**src/rtl/sdram_pkg.sv**
```systemverilog
// Shared SDRAM definitions: command encodings {RAS_N,CAS_N,WE_N}, mode-word field offsets
// and small elaboration helpers used by the init/refresh controller.
package sdram_pkg;

  typedef logic [2:0] dram_cmd_t;

  localparam dram_cmd_t DRAM_CMD_NOP       = 3'b111;
  localparam dram_cmd_t DRAM_CMD_PRECHARGE = 3'b010;
  localparam dram_cmd_t DRAM_CMD_REFRESH   = 3'b001;
  localparam dram_cmd_t DRAM_CMD_LOADMODE  = 3'b000;

  // Mode register layout: [2:0] burst length, [3] burst type, [6:4] CAS latency,
  // [8:7] operating mode, [9] write burst mode. A10 selects all banks for PRECHARGE.
  localparam int MODE_BL_LSB  = 0;
  localparam int MODE_CAS_LSB = 4;
  localparam int A10_BIT      = 10;

  function automatic logic [12:0] mode_word(input logic [2:0] cas, input logic [2:0] bl);
    logic [12:0] w;
    w = '0;
    w[MODE_CAS_LSB +: 3] = cas;
    w[MODE_BL_LSB +: 3]  = bl;
    return w;
  endfunction

  function automatic int max_int(input int a, input int b);
    return (a > b) ? a : b;
  endfunction

endpackage

```
**src/rtl/sdram_refresh_timer.sv**
```systemverilog
// Refresh interval counter plus 3-bit refresh debt; ref_req while any debt is owed,
// ref_ovf latches when an interval expires with the debt already saturated.
module sdram_refresh_timer
  import sdram_pkg::*;
#(
  parameter int T_REFI = 780
) (
  input  logic clk,
  input  logic reset,
  input  logic en,
  input  logic done,
  output logic ref_req,
  output logic ref_ovf
);

  localparam int CW = $clog2(T_REFI + 1);

  logic [CW-1:0] cnt_q;
  logic [2:0]    debt_q;
  logic          ovf_q;
  logic          fire;

  assign fire = en && (cnt_q == CW'(T_REFI - 1));

  always_ff @(posedge clk or posedge reset) begin
    if (reset) begin
      cnt_q  <= '0;
      debt_q <= '0;
      ovf_q  <= 1'b0;
    end else begin
      if (!en || fire) cnt_q <= '0;
      else             cnt_q <= cnt_q + 1'b1;

      // A fire and a completed refresh in the same cycle cancel out.
      case ({fire, done})
        2'b10: begin
          if (debt_q == 3'd7) ovf_q  <= 1'b1;
          else                debt_q <= debt_q + 3'd1;
        end
        2'b01: begin
          if (debt_q != 3'd0) debt_q <= debt_q - 3'd1;
        end
        default: ;
      endcase
    end
  end

  assign ref_req = (debt_q != 3'd0);
  assign ref_ovf = ovf_q;

endmodule

```
**src/rtl/sdram_init_refresh_ctrl.sv**
```systemverilog
// SDRAM power-up sequencer (wait, PRECHARGE-all, N x REFRESH, LOAD MODE) with optional
// periodic refresh engine enabled by the SDRAM_AUTO_REFRESH_EN macro.
module sdram_init_refresh_ctrl
  import sdram_pkg::*;
#(
  parameter int         T_POWERUP = 20000,
  parameter int         T_RP      = 3,
  parameter int         T_RC      = 9,
  parameter int         T_MRD     = 2,
  parameter int         INIT_REFS = 8,
  parameter int         CAS_LAT   = 2,
  parameter logic [2:0] BL_CODE   = 3'b001,
  parameter int         T_REFI    = 780,
  parameter int         ADDR_W    = 13
) (
  input  logic              clk,
  input  logic              reset,
  output logic              complete,
  output logic              bus_own,
  output logic              ref_req,
  input  logic              ref_ack,
  output logic              ref_done,
  output logic              ref_ovf,
  output logic              DRAM_CKE,
  output logic              DRAM_CS_N,
  output logic              DRAM_RAS_N,
  output logic              DRAM_CAS_N,
  output logic              DRAM_WE_N,
  output logic              DRAM_LDQM,
  output logic              DRAM_UDQM,
  output logic [ADDR_W-1:0] DRAM_ADDR,
  output logic [1:0]        DRAM_BA,
  output logic [3:0]        dbg_state
);

  typedef enum logic [3:0] {
    S_WAIT, S_PRE, S_PRE_W, S_REF, S_REF_W, S_MRS, S_MRS_W, S_IDLE,
    S_R_PRE, S_R_PRE_W, S_R_REF, S_R_REF_W
  } state_t;

  // Wait states reuse one counter; T_RP, T_RC and T_MRD must be at least 2.
  localparam int MAX_T = max_int(max_int(T_POWERUP, T_RP), max_int(T_RC, T_MRD));
  localparam int CNT_W = $clog2(MAX_T + 1);

  state_t            state_q, state_d;
  logic [CNT_W-1:0]  cnt_q, cnt_d;
  logic [7:0]        refs_q, refs_d;
  dram_cmd_t         cmd_q, cmd_d;
  logic [ADDR_W-1:0] addr_q, addr_d;
  logic              bus_own_q, bus_own_d;
  logic              complete_q;
  logic              done_d;

  always_comb begin
    state_d = state_q;
    refs_d  = refs_q;
    done_d  = 1'b0;
    case (state_q)
      S_WAIT:  if (cnt_q == CNT_W'(T_POWERUP - 1)) state_d = S_PRE;
      S_PRE:   state_d = S_PRE_W;
      S_PRE_W: if (cnt_q == CNT_W'(T_RP - 2)) state_d = S_REF;
      S_REF:   state_d = S_REF_W;
      S_REF_W: begin
        if (cnt_q == CNT_W'(T_RC - 2)) begin
          refs_d  = refs_q + 8'd1;
          state_d = (refs_q == 8'(INIT_REFS - 1)) ? S_MRS : S_REF;
        end
      end
      S_MRS:   state_d = S_MRS_W;
      S_MRS_W: if (cnt_q == CNT_W'(T_MRD - 2)) state_d = S_IDLE;
`ifdef SDRAM_AUTO_REFRESH_EN
      // The done cycle is skipped so debt is already decremented before the next grant.
      S_IDLE:  if (ref_req && ref_ack && !ref_done) state_d = S_R_PRE;
      S_R_PRE:   state_d = S_R_PRE_W;
      S_R_PRE_W: if (cnt_q == CNT_W'(T_RP - 2)) state_d = S_R_REF;
      S_R_REF:   state_d = S_R_REF_W;
      S_R_REF_W: begin
        if (cnt_q == CNT_W'(T_RC - 2)) begin
          state_d = S_IDLE;
          done_d  = 1'b1;
        end
      end
`else
      S_IDLE:  state_d = S_IDLE;
`endif
      default: state_d = S_WAIT;
    endcase

    if (state_d != state_q)   cnt_d = '0;
    else if (state_q == S_IDLE) cnt_d = cnt_q;
    else                       cnt_d = cnt_q + 1'b1;
  end

  // Pin values are decoded from the next state so every command lasts exactly one cycle.
  always_comb begin
    cmd_d     = DRAM_CMD_NOP;
    addr_d    = '0;
    bus_own_d = (state_d != S_IDLE);
    case (state_d)
      S_PRE, S_R_PRE: begin
        cmd_d           = DRAM_CMD_PRECHARGE;
        addr_d[A10_BIT] = 1'b1;
      end
      S_REF, S_R_REF: cmd_d = DRAM_CMD_REFRESH;
      S_MRS: begin
        cmd_d  = DRAM_CMD_LOADMODE;
        addr_d = ADDR_W'(mode_word(3'(CAS_LAT), BL_CODE));
      end
      default: ;
    endcase
  end

  always_ff @(posedge clk or posedge reset) begin
    if (reset) begin
      state_q    <= S_WAIT;
      cnt_q      <= '0;
      refs_q     <= '0;
      cmd_q      <= DRAM_CMD_NOP;
      addr_q     <= '0;
      bus_own_q  <= 1'b1;
      complete_q <= 1'b0;
    end else begin
      state_q    <= state_d;
      cnt_q      <= cnt_d;
      refs_q     <= refs_d;
      cmd_q      <= cmd_d;
      addr_q     <= addr_d;
      bus_own_q  <= bus_own_d;
      complete_q <= complete_q | (state_d == S_IDLE);
    end
  end

`ifdef SDRAM_AUTO_REFRESH_EN
  logic ref_done_q;

  always_ff @(posedge clk or posedge reset) begin
    if (reset) ref_done_q <= 1'b0;
    else       ref_done_q <= done_d;
  end

  assign ref_done = ref_done_q;

  sdram_refresh_timer #(
    .T_REFI (T_REFI)
  ) u_refresh_timer (
    .clk     (clk),
    .reset   (reset),
    .en      (complete_q),
    .done    (ref_done_q),
    .ref_req (ref_req),
    .ref_ovf (ref_ovf)
  );
`else
  logic unused_cfg;

  assign unused_cfg = ref_ack ^ done_d ^ T_REFI[0];
  assign ref_req    = 1'b0;
  assign ref_done   = 1'b0;
  assign ref_ovf    = 1'b0;
`endif

  assign complete   = complete_q;
  assign bus_own    = bus_own_q;
  assign DRAM_CKE   = 1'b1;
  assign DRAM_CS_N  = 1'b0;
  assign DRAM_RAS_N = cmd_q[2];
  assign DRAM_CAS_N = cmd_q[1];
  assign DRAM_WE_N  = cmd_q[0];
  assign DRAM_LDQM  = bus_own_q;
  assign DRAM_UDQM  = bus_own_q;
  assign DRAM_ADDR  = addr_q;
  assign DRAM_BA    = 2'b00;
  assign dbg_state  = state_q;

endmodule

```
**config.mk**
```make
export PLATFORM = sky130hd
export DESIGN_NAME = sdram_init_refresh_ctrl
export DESIGN_NICKNAME = d
export VERILOG_FILES = /design/src/rtl/sdram_pkg.sv /design/src/rtl/sdram_refresh_timer.sv /design/src/rtl/sdram_init_refresh_ctrl.sv
export SDC_FILE = /design/constraint.sdc
export NUM_CORES = 1
export LEC_CHECK = 0
export CORE_ASPECT_RATIO = 0.8
export CORE_MARGIN = 2
export CORE_UTILIZATION = 56
export DETAILED_ROUTE_END_ITERATION = 10
export HOLD_SLACK_MARGIN = 0.06
export PLACE_DENSITY = 0.82
export SYNTH_ARGS = -nofsm -noshare
export SYNTH_HDL_FRONTEND = slang
export SYNTH_SLANG_ARGS = --single-unit
export TNS_END_PERCENT = 30
```
**constraint.sdc**
```tcl
create_clock -name clk -period 3.5 [get_ports clk]
set_input_delay 0.7 -clock clk [delete_from_list [all_inputs] [get_ports clk]]
set_output_delay 0.7 -clock clk [all_outputs]
set_load 0.01 [all_outputs]
```
# Yosys cells after proc, flatten, opt, wreduce, memory -nomap -nowiden
# Cells that the tools add are included.
# classes
add_sub_neg	2
eq_ne	20
mux	11
bitwise	1
n_reduce_logical	5
# ops
operator	count
$pmux 4 s8	1
$mux 15	2
$eq 4x3->1 const B	6
$mux 4	4
$add 15x1->15 const B	1
$eq 15x1->1 const B	1
$eq 15x15->1 const B	1
$eq 15x3->1 const B	1
$logic_not 15->1	1
$eq 4x2->1 const B	3
$pmux 3 s3	1
$add 8x1->8 const B	1
$eq 4x1->1 const B	2
$eq 4x4->1 const B	2
$eq 8x3->1 const B	1
$mux 6	1
$logic_not 4->1	1
$ne 4x3->1 const B	1
$ne 4x4->1	1
$reduce_or 2->1	2
$mux 3	1
$ne 2x2->1 const B	1
$reduce_and 2->1	1
$mux 1	1
$or 1x1->1	1
# word_totals
register_bits	43
in_bits	3
out_inout_bits	31
wordCells	46

# Logic depth before layout (Yosys ltp)
# logic_depth
ltp_word	7
mapped_depth	7

# Least setup slack after synthesis
# Ideal clock, no wire load.
# synth_path
path_kind	reg-to-reg
start	register cnt_q[4]
end	register cnt_q[10]
arrival_time_ns	1.717
t_required_ns	3.364
slack_ns	1.647
path_stages_with_launch	8
path_buffers	2
period_less_slack_ns	1.853
cell_sequence	dfrtp_1 buf_4 nor4_1 nand3_1 nor4b_2 or2_1 buf_2 nor3_1
# synth_between
elab_chain_len	5
word_cells_on_any_way	14
cone_classes	add/sub (1); eq/ne (5); mux (7); reduce/logical (1)
# synth_rtl
element	line	rtl
start, declared	sdram_init_refresh_ctrl.sv:46	logic [CNT_W-1:0] cnt_q, cnt_d;
start signal, assigned	sdram_init_refresh_ctrl.sv:124	cnt_q <= cnt_d;
$eq 15x3->1, or another cell as far along	sdram_init_refresh_ctrl.sv:64	if (cnt_q == CNT_W'(T_RC - 2)) begin
$mux 4 (on tied branches)	n/a	
$pmux 4 s8	sdram_init_refresh_ctrl.sv:58	case (state_q)
$ne 4x4->1	sdram_init_refresh_ctrl.sv:89	if (state_d != state_q) cnt_d = '0;
$ne 2x2->1 (no source line) or $mux 15 (tied branches)	n/a	
# Several ways; a longest one is shown, not always the timed one. The select of a mux whose other input is x is not followed.
# A chain may end at the register's enable or synchronous reset.

# Worst setup path after layout
# layout_path
start	register state_q[3], in the netlist dbg_state[3]
end	output dbg_state[3]
# layout_rtl
element	line	rtl
start, declared	sdram_init_refresh_ctrl.sv:45	state_t state_q, state_d;
start signal, assigned	sdram_init_refresh_ctrl.sv:123	state_q <= state_d;
end, declared	sdram_init_refresh_ctrl.sv:33	output logic [3:0] dbg_state
# No word-level cell between the ends.

==> run_results.csv <==
group,metric,value,unit
synthesis,yosysTopAreaCellShare,39.37,%
cts,clk_latency,0.30,ns
setup_path,cp-startpoint,"dbg_state[3]",
run,drv_cap,0,
sta,finalHoldViolations,0,
drt,ant_nets,0,
cts,cts_resized,0,
synthesis,synth-main-ff-cell,"dfrtp_1",
outcome,status,"completed",
synthesis,yosysTopAreaCell,"dfrtp_1",
finish,register_area,855.8,um2
die,fp.dieH,56.19,um
finish,final_cells,245,
setup_path,cp_slowest_cell,"clkdlybuf4s50_1",
setup_path,criticalPathCategory,"register to output pin",
die,io-pin-count,34,
grt,grt_overflow,0,
setup_path,cp_data_required_time,2.80,ns
sta,finalCriticalPeriod,2.239,ns
sta,rsz0062_at_grt,"false",
finish,drive_gt1_share,10.24,%
grt,grt_pass1_vias,1382,
placed_design,dp.cells,237,
drt,drc,0,
grt,antenna_found_initial,0,
cts,clockBufferDepth,2,
grt,track_usage,21.17,%
power_and_ir_drop,power_leakage,0.9323,nW
drt,drt_iter0_drc,85,
setup_path,cp_max_fo,12,
die,rows,18,
synthesis,ys_top_cells_by_count,"30 x dfrtp_1, 22 x buf_4, 17 x nor3_1",
finish,syn_to_final_growth,10.37,%
setup_path,crit_chain,"clkdlybuf4s50_1",
drt,route.met3.wl,221,um
synthesis,synth_area_per_cell,9.983,um2
setup_path,arrival,1.54,ns
setup_path,timing.critical_path.buf_inv,1,
setup_path,reg2regPathDepth,5,
drt,first_pass_iters,4,
setup_path,endpoint,"dbg_state[3]",
finish,diodes,0,
synthesis,yosysMostFrequentCell,"dfrtp_1",
synthesis,synthesis.area,1907,um2
synthesis,synthTopCellsByArea,"dfrtp_1 39%, buf_4 8.7%, dfstp_2 5.5%",
synthesis,synth_cells,191,
finish,multi_input_area,909.6,um2
cts,ctsHoldBuffers,0,
synthesis,synth.distinct_cells,41,
sta,timing.setup.tns,0,ns
synthesis,synth_edf_count,0,
die,fp.dieW,69.24,um
cts,cts_root_buf,"clkbuf_8",
sta,fin_skew,0.008647,ns
synthesis,ys_warn_count,0,
power_and_ir_drop,finalPower,0.7961,mW
setup_path,rr_startpoint,"cnt_q[3]",
min_path,worst_hold_path_type,"register to register",
drt,viasPerCell,5.718,
placed_design,io_buffers,15,
grt,grt_max_degree,35,
placed_design,post-dp-hpwl,2.625,mm
synthesis,yosysSeqAreaShare,44.88,%
setup_path,cp-start-kind,"register",
die,coreArea,3176,um2
power_and_ir_drop,p_per_area,378.3,nW/um2
finish,final_core_util,66.27,%
die,initial_utilization,60.05,%
drt,drt-total-wl,3.687,mm
cts,clk_pin_slew,0.07,ns
synthesis,async_flop_share,100.0,%
drt,vias,1401,
cts,post_cts_buffers,0,
sta,finalMaxSlewViolations,0,
cts,clock-sinks,34,
drt,met2_length,1.819,mm
power_and_ir_drop,ir_drop,0.2873,mV
cts,h-tree-depth,2,
drt,dr.max_layer_used,"met4",
setup_path,regToRegSetupSlack,1.29,ns
setup_path,crit_path_max_incr_delay,0.63,ns
synthesis,synth-seq-cells,34,
setup_path,worst-path-stages,1,
drt,met1_length,1.563,mm
sta,period_share,63.97,%
drt,wire_per_inst,15.05,um
placed_design,gp_congestion,0.8521,
cts,numCtsBuffers,5,
setup_path,cp-end-kind,"output pin",
setup_path,cp_top_family,"buffers and inverters",
setup_path,r2r_end,"cnt_q[0]",
sta,max_freq,446.7,MHz
die,design.die.area,3891,um2
finish,design_area,2105,um2
finish,fillers,263,
grt,grt_pass1_wl,6.403,mm
placed_design,place_area,1996,um2
sta,setup_viol,0,
cts,cts_tree,"built",
finish,final_net_count,211,
placed cells by master, fill, tap and decap left out, drive strengths merged, types with 3 or more instances in the layout:
cell type,instances
a21oi,3
and3,8
clkbuf,5
clkdlybuf4s50,15
conb,18
dfrtp,30
dfstp,4
ha,4
inv,4
nand2,10
nand3,8
nand4,10
nor2,14
nor3,18
xnor2,11
xor2,10
per-layer routing:
layer / vias up / GRT usage [%]
met5: - / 0
met2: 46 / 34.48
li1: 656 / -
met1: 690 / 25.64
met4: 0 / 10.64
met3: 9 / 6.159
how the worst min path moves through the flow:
stage	start	endpoint	slack [ns]	cells after the start
after floorplan	refs_q[7]	refs_q[7]	0.45	1
after global routing	complete	complete	0.50	1
after global placement	complete	complete	0.45	1
after detailed placement	complete	complete	0.45	1
final	complete	complete	0.47	1
after CTS	complete	complete	0.47	1
sequential cells by signal (all words and copies together) (netlist names):
name       cells
cmd_q          3
DRAM_ADDR      2
DRAM_LDQM      1
cnt_q         15
complete       1
refs_q         8
dbg_state      4
cell type report:
class / count / share of cell area [%]
Clock inverter: 3 / 1.902
Timing Repair Buffer: 17 / 7.848
Sequential cell: 34 / 40.67
Tap cell: 40 / 2.378
Multi-Input combinational cell: 142 / 43.22
Clock buffer: 5 / 3.270
Inverter: 4 / 0.7134
cells by family after synthesis:
family                   share of synthesized area, %
XOR/XNOR                                        9.645
buffers and inverters                           10.56
AO/OA/AOI/OAI                                   5.708
flip-flops                                      44.88
AND/OR/NAND/NOR                                 25.07
multiplexers                                    1.115
other                                          0.3938
adder cells (fa/ha/maj)                         2.625
stage by stage:
| step | hold WS, ns | setup slack, ns |
|---|---|---|
| after global placement | 0.4495 | 1.406 |
| after floorplan | 0.4464 | 1.647 |
| after global routing | 0.4971 | 1.122 |
| final | 0.4662 | 1.261 |
| after CTS | 0.4707 | 1.272 |
| after detailed placement | 0.4543 | 1.326 |
power by group:
part           total [mW]  switching, mW  internal (mW)
Clock               0.355          0.146          0.209
Combinational      0.0375         0.0269         0.0105
Sequential          0.404        0.00708          0.396
Total               0.796          0.180          0.616
(Power assumes the default switching activity.)
